--- config.mk ---
export PLATFORM = sky130hd
export DESIGN_NAME = hit_judge
export DESIGN_NICKNAME = d
export VERILOG_FILES = /design/src/rtl/hit_judge.sv
export SDC_FILE = /design/constraint.sdc
export NUM_CORES = 1
export LEC_CHECK = 0
export ABC_AREA = 0
export CAP_MARGIN = 5
export CORE_ASPECT_RATIO = 0.5
export CORE_MARGIN = 2
export CORE_UTILIZATION = 45
export CTS_CLUSTER_SIZE = 28
export DETAILED_ROUTE_END_ITERATION = 12
export PLACE_DENSITY = 0.7
export SLEW_MARGIN = 10
export SYNTH_ARGS = -nofsm -noshare
export SYNTH_HDL_FRONTEND = slang
export SYNTH_SLANG_ARGS = --single-unit
--- constraint.sdc ---
create_clock -name clk -period 6.39 [get_ports clk]
set_input_delay 0.9585 -clock clk [delete_from_list [all_inputs] [get_ports clk]]
set_output_delay 0.9585 -clock clk [all_outputs]
set_load 0.005 [all_outputs]
--- src/rtl/hit_judge.sv ---
// Drum hit judge: per-lane note FSMs grade strikes against timing windows
// and accumulate score, combo and max combo across all lanes.
module hit_judge #(
  parameter int NUM_LANES   = 4,
  parameter int SCORE_W     = 16,
  parameter int COMBO_W     = 8,
  parameter int PERFECT_PTS = 3,
  parameter int OKAY_PTS    = 1,
  parameter int GHOST_MISS  = 1
) (
  input  logic                 clk,
  input  logic                 reset,
  input  logic [NUM_LANES-1:0] drum_level,
  input  logic                 clear,
  input  logic [NUM_LANES-1:0] note_start,
  input  logic [NUM_LANES-1:0] note_expire,
  input  logic [NUM_LANES-1:0] lane_active_perfect,
  input  logic [NUM_LANES-1:0] lane_active_okay,
  output logic [NUM_LANES-1:0] hit_perfect,
  output logic [NUM_LANES-1:0] hit_okay,
  output logic [NUM_LANES-1:0] hit_miss,
  output logic [SCORE_W-1:0]   score,
  output logic [COMBO_W-1:0]   combo,
  output logic [COMBO_W-1:0]   max_combo
);

  // state  | meaning
  // IDLE   | no note pending in the lane
  // ARMED  | note inside its window, not yet judged
  // JUDGED | note already judged, waiting for it to leave the window
  typedef enum logic [1:0] {IDLE, ARMED, JUDGED} lane_state_e;

  localparam int CNT_W = 4;
  localparam int SUM_W = ((SCORE_W > 40) ? SCORE_W : 40) + 2;
  localparam int CS_W  = COMBO_W + CNT_W + 1;
  localparam logic [SUM_W-1:0] SCORE_MAX = SUM_W'({SCORE_W{1'b1}});
  localparam logic [CS_W-1:0]  COMBO_MAX = CS_W'({COMBO_W{1'b1}});

  lane_state_e          state_q [NUM_LANES];
  logic [NUM_LANES-1:0] level_q;
  logic [NUM_LANES-1:0] strike;
  logic [NUM_LANES-1:0] perf_d, okay_d, miss_d;
  logic [NUM_LANES-1:0] perf_q, okay_q, miss_q;
  logic [CNT_W-1:0]     n_perf, n_okay;
  logic [SUM_W-1:0]     score_sum;
  logic [CS_W-1:0]      combo_sum;
  logic [SCORE_W-1:0]   score_q, score_d;
  logic [COMBO_W-1:0]   combo_q, combo_d, max_q, max_d;

  assign strike = drum_level & ~level_q;

  // A strike outside ARMED is a ghost strike.
  always_comb begin
    perf_d = '0;
    okay_d = '0;
    miss_d = '0;
    n_perf = '0;
    n_okay = '0;
    for (int i = 0; i < NUM_LANES; i++) begin
      if (state_q[i] == ARMED) begin
        if (strike[i]) begin
          if (lane_active_perfect[i])   perf_d[i] = 1'b1;
          else if (lane_active_okay[i]) okay_d[i] = 1'b1;
          else                          miss_d[i] = 1'b1;
        end else if (note_expire[i]) begin
          miss_d[i] = 1'b1;
        end
      end else if (strike[i] && (GHOST_MISS != 0)) begin
        miss_d[i] = 1'b1;
      end
      n_perf = n_perf + CNT_W'(perf_d[i]);
      n_okay = n_okay + CNT_W'(okay_d[i]);
    end
  end

  always_comb begin
    score_sum = SUM_W'(score_q) + SUM_W'(PERFECT_PTS) * SUM_W'(n_perf)
              + SUM_W'(OKAY_PTS) * SUM_W'(n_okay);
    combo_sum = CS_W'(combo_q) + CS_W'(n_perf) + CS_W'(n_okay);
    score_d   = (score_sum > SCORE_MAX) ? {SCORE_W{1'b1}} : score_sum[SCORE_W-1:0];
    if (|miss_d)                 combo_d = '0;
    else if (combo_sum > COMBO_MAX) combo_d = {COMBO_W{1'b1}};
    else                         combo_d = combo_sum[COMBO_W-1:0];
    max_d = (combo_d > max_q) ? combo_d : max_q;
    if (clear) begin
      score_d = '0;
      combo_d = '0;
      max_d   = '0;
    end
  end

  always_ff @(posedge clk) begin
    if (reset) begin
      level_q <= '1;
      perf_q  <= '0;
      okay_q  <= '0;
      miss_q  <= '0;
      score_q <= '0;
      combo_q <= '0;
      max_q   <= '0;
      for (int i = 0; i < NUM_LANES; i++) state_q[i] <= IDLE;
    end else begin
      level_q <= drum_level;
      perf_q  <= perf_d;
      okay_q  <= okay_d;
      miss_q  <= miss_d;
      score_q <= score_d;
      combo_q <= combo_d;
      max_q   <= max_d;
      // Expiry is resolved before a same-cycle note_start re-arms the lane.
      for (int i = 0; i < NUM_LANES; i++) begin
        unique case (state_q[i])
          IDLE:   if (note_start[i]) state_q[i] <= ARMED;
          ARMED: begin
            if (note_expire[i])  state_q[i] <= note_start[i] ? ARMED : IDLE;
            else if (strike[i])  state_q[i] <= JUDGED;
          end
          JUDGED: begin
            if (note_start[i])       state_q[i] <= ARMED;
            else if (note_expire[i]) state_q[i] <= IDLE;
          end
          default: state_q[i] <= IDLE;
        endcase
      end
    end
  end

  assign hit_perfect = perf_q;
  assign hit_okay    = okay_q;
  assign hit_miss    = miss_q;
  assign score       = score_q;
  assign combo       = combo_q;
  assign max_combo   = max_q;

endmodule

* Word-level counts from Yosys, hierarchy flattened
Memory sizes are Yosys's and may differ from the RTL's.
Index checks and enable logic that the tools add are counted.
** Storage, ports and cells
- Bits in registers :: 48
- Memory bits (writable) :: 8
- Output and inout port bits :: 44
- Logic and storage cells :: 235
- Memories kept :: 1
** Operators by class
- Add/sub/neg operators :: 10
- Multiply operators :: 1
- Magnitude comparators :: 3
- Equal/unequal tests :: 8
- Muxes and demuxes :: 169
- Bitwise operators :: 26
- Reduce and logical (&&, ||, !) cells :: 10
** Memories
- state_q :: words 4, bits a word 2, rd ports 4, clocked after memory_dff 0, write ports 4, RTL line 39 : lane_state_e state_q [NUM_LANES];
** Operator list (number)
- 2-to-1 mux 1 bit :: 142
- 2-to-1 mux 2 bit :: 24
- bitwise OR 1 bit :: 24
- adder 17 x 4 -> 18 bit :: 1
- > comparator 18 x 16 -> 1 bit, second input constant :: 1
- adder 16 x 6 -> 17 bit :: 1
- 2-to-1 mux 16 bit :: 1
- 2-to-1 mux 8 bit :: 2
- OR reduction 3 bit :: 4
- adder 9 x 4 -> 10 bit :: 1
- > comparator 10 x 8 -> 1 bit, second input constant :: 1
- adder 8 x 4 -> 9 bit :: 1
- adder 3 x 1 -> 4 bit :: 2
- == test 2 x 1 -> 1 bit, second input constant :: 4
- == test 2 bit, second input constant :: 4
- > comparator 8 bit :: 1
- zero test 2 bit :: 4
- adder 2 x 1 -> 3 bit :: 2
- multiplier 2 x 4 -> 6 bit, first input constant :: 1
- adder 1 x 1 -> 2 bit :: 2
- AND 4 bit :: 1
- inverter 4 bit :: 1
- OR reduction 4 bit :: 1
- OR reduction 2 bit :: 1

* Depth between registers and ports, before layout
- Depth after elaboration :: 13
- Gate-level depth with buffers :: 24
- Mapped depth without buffers :: 23

* Worst setup path before layout
OpenSTA, ideal clock, no wires.
- Kind :: in2reg
- Start :: input port drum_level[1]
- End :: register max_q[4], in the netlist max_combo[4]
- Library setup time :: 0.092 ns
- Data arrival time :: 5.479 ns
- Slack :: 0.819 ns
- Stages on the path :: 24
- Path through :: nor2b_1 -> and2_1 -> nand2_1 -> fa_1 -> inv_1 -> ha_1 -> ha_1 -> xor2_1 -> ha_1 -> ha_1 -> inv_1 -> fa_1 -> nor2b_1 -> o21ai_1 -> or3_1 -> o21ai_1 -> nor2_1 -> ha_1 -> nand2_1 -> o21ai_0 -> a21oi_1 -> or3_1 -> buf_2 -> o32ai_1
** Between the ends
- Longest elaborated chain between the ends :: 12
** Ends and longest elaborated chain
- start: declaration :: RTL line 13 : input logic [NUM_LANES-1:0] drum_level,
- AND 4 bit (*) :: RTL line 50 : assign strike = drum_level & ~level_q;
- 2-to-1 mux 1 bit :: RTL line 61 : if (strike[i]) begin
- 2-to-1 mux 1 bit :: RTL line 60 : if (state_q[i] == ARMED) begin
- adder 1 x 1 -> 2 bit :: RTL line 71 : n_perf = n_perf + CNT_W'(perf_d[i]);
- adder 2 x 1 -> 3 bit :: RTL line 71
- adder 3 x 1 -> 4 bit :: RTL line 71
- adder 8 x 4 -> 9 bit :: RTL line 79 : combo_sum = CS_W'(combo_q) + CS_W'(n_perf) + CS_W'(n_okay);
- adder 9 x 4 -> 10 bit :: RTL line 79
- > comparator 10 x 8 -> 1 bit :: RTL line 82 : else if (combo_sum > COMBO_MAX) combo_d = {COMBO_W{1'b1}};
- 2-to-1 mux 8 bit :: RTL line 82
- 2-to-1 mux 8 bit (*) :: RTL line 81 : if (|miss_d) combo_d = '0;
- > comparator 8 bit :: RTL line 84 : max_d = (combo_d > max_q) ? combo_d : max_q;
- end signal: assignment :: RTL line 109 : max_q <= max_d;
- end: declaration :: RTL line 48 : logic [COMBO_W-1:0] combo_q, combo_d, max_q, max_d;
Every way passes the cells marked *; elsewhere a longest branch is shown, timed or not.
A chain may end at the register's enable or synchronous reset.

* Worst setup path after layout
- Start :: input port drum_level[1]
- End :: register max_q[1], in the netlist max_combo[1]
Same word-level chain as after synthesis.

==> run summary <==
==============================================================================
Main flop type after synthesis                                    sky130_fd_sc_hd__dfxtp_1
Number of CTS-inserted buffers                                               5
Hold/Removal Path Class                                                reg2reg
Register cell area after layout                                       1200 µm²
Post-detailed-routing wire length                                      6.99 mm
Count of vias placed by the detailed router                               2721
Total power of the final layout                                       0.725 mW
Post-synthesis instance area                                          3190 µm²
Worst R2R End                                                     max_combo[1]
Clock tree root buffer cell                                       sky130_fd_sc_hd__clkbuf_16
Period utilization                                                       93.4%
HPWL after detailed placement                                          5.45 mm
Core Footprint                                                        6780 µm²
Routability congestion estimate                                          0.847
End-of-flow core utilization                                             60.9%
Number of enable-type register cells in the synthesized netlist              8
Initial Util                                                             47.1%
Number of design rule violations left after detail routing                   0
Std cell rows                                                               21
Reg-to-Reg Start                                                  state_q[1][1]
Minimum period implied by the final worst setup slack                  5.97 ns
CTS Buffer Depth                                                             2
Xor and xnor area share after synthesis                                  2.74%
Dominant cells by area after synthesis                            sky130_fd_sc_hd__dfxtp_1 (30%), sky130_fd_sc_hd__ha_1 (11%), sky130_fd_sc_hd__edfxtp_1 (7.5%)
Hold buffers post-CTS                                                        0
Worst Hold Path EP                                                max_combo[5]
Worst hold path depth                                                        2
Initial DRC Count                                                          131
Total count of max-transition violations in the final report                 0
Worst-Margin Slew                                                     0.862 ns
Die footprint                                                         7830 µm²
Wire length of the first global-routing pass                           11.6 mm
Adder and majority gate portion of the synthesized area                  16.4%
Proportion of total power due to net switching                           24.5%
Count of filler cells inserted in the layout                               587
Category of the critical setup timing path                              in2reg
Ranking of synthesized cells by instance count                    sky130_fd_sc_hd__dfxtp_1 (48), sky130_fd_sc_hd__inv_1 (42), sky130_fd_sc_hd__ha_1 (29), sky130_fd_sc_hd__nor2_1 (28), sky130_fd_sc_hd__a21oi_1 (23)
Initial antenna violation count                                              0
Antenna diode count                                                          0
Syn Inst Count                                                             354
Normalized max-slew margin                                               42.5%
Endpoint type of the worst setup path                                flip-flop
Yosys warning count                                                          0
Data arrival time at the worst-slack endpoint                          6.16 ns
Worst Path Max Fanout                                                        8
Critical Path Max Stage Delay                                          0.54 ns
Share of Yosys cell area claimed by the top area cell type               30.1%
Via count of the first global-routing pass                                2608
Multi-input gate area in the final layout                             1810 µm²
Setup-failing EPs final                                                      0
Hold violation total from the final report                                   0
Final antenna-violating net count                                            0
Buffer and inverter count on the worst path                                  3
Number of maximum-capacitance constraint violations                          0
Setup repair after global routing missed its margin                      false
Synthesis-to-layout area growth                                          29.3%
Net load switching power                                              0.178 mW
Hold wc startpoint                                                max_combo[5]
Initial DRT Pass Iterations                                                  4
Floorplan die width                                                     123 µm
Required time reported for the critical path endpoint                  6.58 ns
Simple-gate area share of the yosys netlist                              21.7%
Most common cell in the synthesized netlist                       sky130_fd_sc_hd__dfxtp_1
Sequential share of power                                                51.5%
CTS clock-pin slew for the worst setup and hold paths                  0.07 ns
Internal portion of total power                                       0.547 mW
Fraction of synthesized area in multiplexers                            0.666%
Total nets after synthesis                                                 414
Post-route clock skew                                               0.00468 ns
Post-synthesis average cell area                                      9.02 µm²
Boundary Pins                                                               67
CTS tree                                                                   yes
Synth Area in Compound Gates                                             14.8%
Run status                                                           completed
Total routing usage reported by global routing                           19.0%
Number of register bits inferred by synthesis                               56
Max rail drop VDD                                                   0.000111 V
Overflow left after global routing                                           0
Leak Pwr                                                               1.73 nW
DIE HEIGHT                                                             63.6 µm
IO Port Bufs                                                                66
Fmax                                                                 0.168 GHz
Cell with the biggest individual delay on the critical path       sky130_fd_sc_hd__fa_1
Combinational share of power                                             10.2%
Clock group share of total power                                         38.3%
Length in cells of the worst reg-to-reg path                                23
Total Nets Final                                                           483
Dominant cell type by area after synthesis                        sky130_fd_sc_hd__dfxtp_1
Layout cells sized above 1                                               6.37%
Power density over the cells                                        175 nW/µm²
Share of synthesized area occupied by flip-flops and latches             37.6%
Worst-path cell chain                                             clkdlybuf4s50_1, nor2b_4, and2_1, nand2_1, fa_1, inv_1, ha_1, ha_1, xor2_1, ha_1, ha_1, inv_1, fa_1, nor2b_1, o21ai_1, or3_1, o21ai_1, nor2_1, ha_1, nand2_1, o21ai_0, a21oi_1, or3_4, o32ai_1
Dominant cell type by count on the critical path                  sky130_fd_sc_hd__ha_1
Clock Latency Late Sink                                                0.30 ns
Worst path top cell family by delay                                adder cells
Total clock sinks                                                           56
Main combinational cell family by area after synthesis            simple AND/OR/NAND/NOR gates
Worst reg2reg setup slack                                              1.09 ns
Maximum number of pins on one net before global-route repair                25
Ratio of routed vias to standard cells                                    5.27
CTS H-tree depth                                                             2
Async S/R FF share, synth                                                   0%
Type of element launching the critical path                       primary input
Detail-routed net length per standard cell                             13.6 µm
Synth cell types                                                            49
==============================================================================
[power groups by stage]
stage | Combinational, mW | Clock [mW] | Sequential, mW
after floorplan | 0.0420 | 0 | 0.379
after global placement | 0.0713 | 0 | 0.380
after detailed placement | 0.0735 | 0 | 0.381
after CTS | 0.0743 | 0.284 | 0.373
after global routing | 0.0813 | 0.301 | 0.374
final | 0.0738 | 0.278 | 0.373
[placed cells by master, fill, tap and decap left out, types with 7 or more instances in the layout]
master                            instances
sky130_fd_sc_hd__o21ai_1                  7
sky130_fd_sc_hd__dfxtp_1                 48
sky130_fd_sc_hd__nand2b_1                 8
sky130_fd_sc_hd__ha_1                    29
sky130_fd_sc_hd__o32ai_1                  8
sky130_fd_sc_hd__clkdlybuf4s50_1         66
sky130_fd_sc_hd__a21oi_1                 23
sky130_fd_sc_hd__nor3_1                  12
sky130_fd_sc_hd__inv_1                   42
sky130_fd_sc_hd__nand2_1                 22
sky130_fd_sc_hd__fa_1                     8
sky130_fd_sc_hd__a21o_1                   7
sky130_fd_sc_hd__nor2_1                  28
sky130_fd_sc_hd__nand3_1                  8
sky130_fd_sc_hd__edfxtp_1                 8
[tightest hold or removal path: stages (launching register included)]
cell	delay, ns
sky130_fd_sc_hd__dfxtp_1	0.33
sky130_fd_sc_hd__nand2_1	0.06
sky130_fd_sc_hd__o32ai_1	0.07
[through the flow]
step | area (µm²) | setup WS [ns] | hold slack (ns) | setup TNS, ns | std cells
2_1_floorplan | 3190 | 0.819 | 0.479 | 0 | 354
3_3_place_gp | 3970 | 0.140 | 0.480 | 0 | 508
3_5_place_dp | 3970 | -0.0713 | 0.491 | -0.399 | 508
4_1_cts | 4120 | 0.239 | 0.502 | 0 | 516
5_1_grt | 4130 | 0.0192 | 0.523 | 0 | 516
6_report | 4130 | 0.422 | 0.505 | 0 | 516
[flip-flops by register name, indices dropped and copies added (netlist names)]
name and count:
level_q 4, max_combo 8, hit_miss 4, hit_okay 4, combo 8, hit_perfect 4, state_q 8, score 16
[logic make-up (layout without fill, tap and decap cells)]
family,Yosys count,after routing
multiplexers,2,2
AND/OR/NAND/NOR,126,126
XOR/XNOR,10,10
flip-flops,56,56
AO/OA/AOI/OAI,72,72
buffers and inverters,51,121
adder cells (fa/ha/maj),37,37
[area by class of cell]
| type | instances | share of cell area [%] |
|---|---|---|
| multi-input cells | 247 | 43.8 |
| flip-flops and latches | 56 | 29.1 |
| repair buffers | 71 | 16.9 |
| inverters | 42 | 3.82 |
| clock buffers | 5 | 3.03 |
| well taps | 92 | 2.79 |
| clock inverters | 3 | 0.576 |
[worst max path at each step]
| stage | startpoint | end | slack (ns) | cells after the start |
|---|---|---|---|---|
| final | drum_level[1] | max_combo[1] | 0.42 | 24 |
| after global routing | drum_level[1] | max_combo[1] | 0.02 | 24 |
| after CTS | drum_level[1] | max_combo[1] | 0.24 | 24 |
| after detailed placement | drum_level[1] | max_combo[1] | -0.07 | 24 |
| after global placement | drum_level[1] | max_combo[6] | 0.14 | 24 |
| after floorplan | drum_level[1] | max_combo[4] | 0.82 | 24 |
[metal layers]
layer	global-route usage [%]	routed length, µm	vias to the layer above
met5	0	0	-
met4	6.11	98	0
met3	4.26	284	10
met2	31.2	3290	57
met1	24.8	3320	1289
li1	-	-	1365
[what timing repair did]
item                       CTS  global route
setup buffers                0             0
resized for setup            0             3
setup endpoints to repair    0             8
Power figures use the tool's default switching activity.
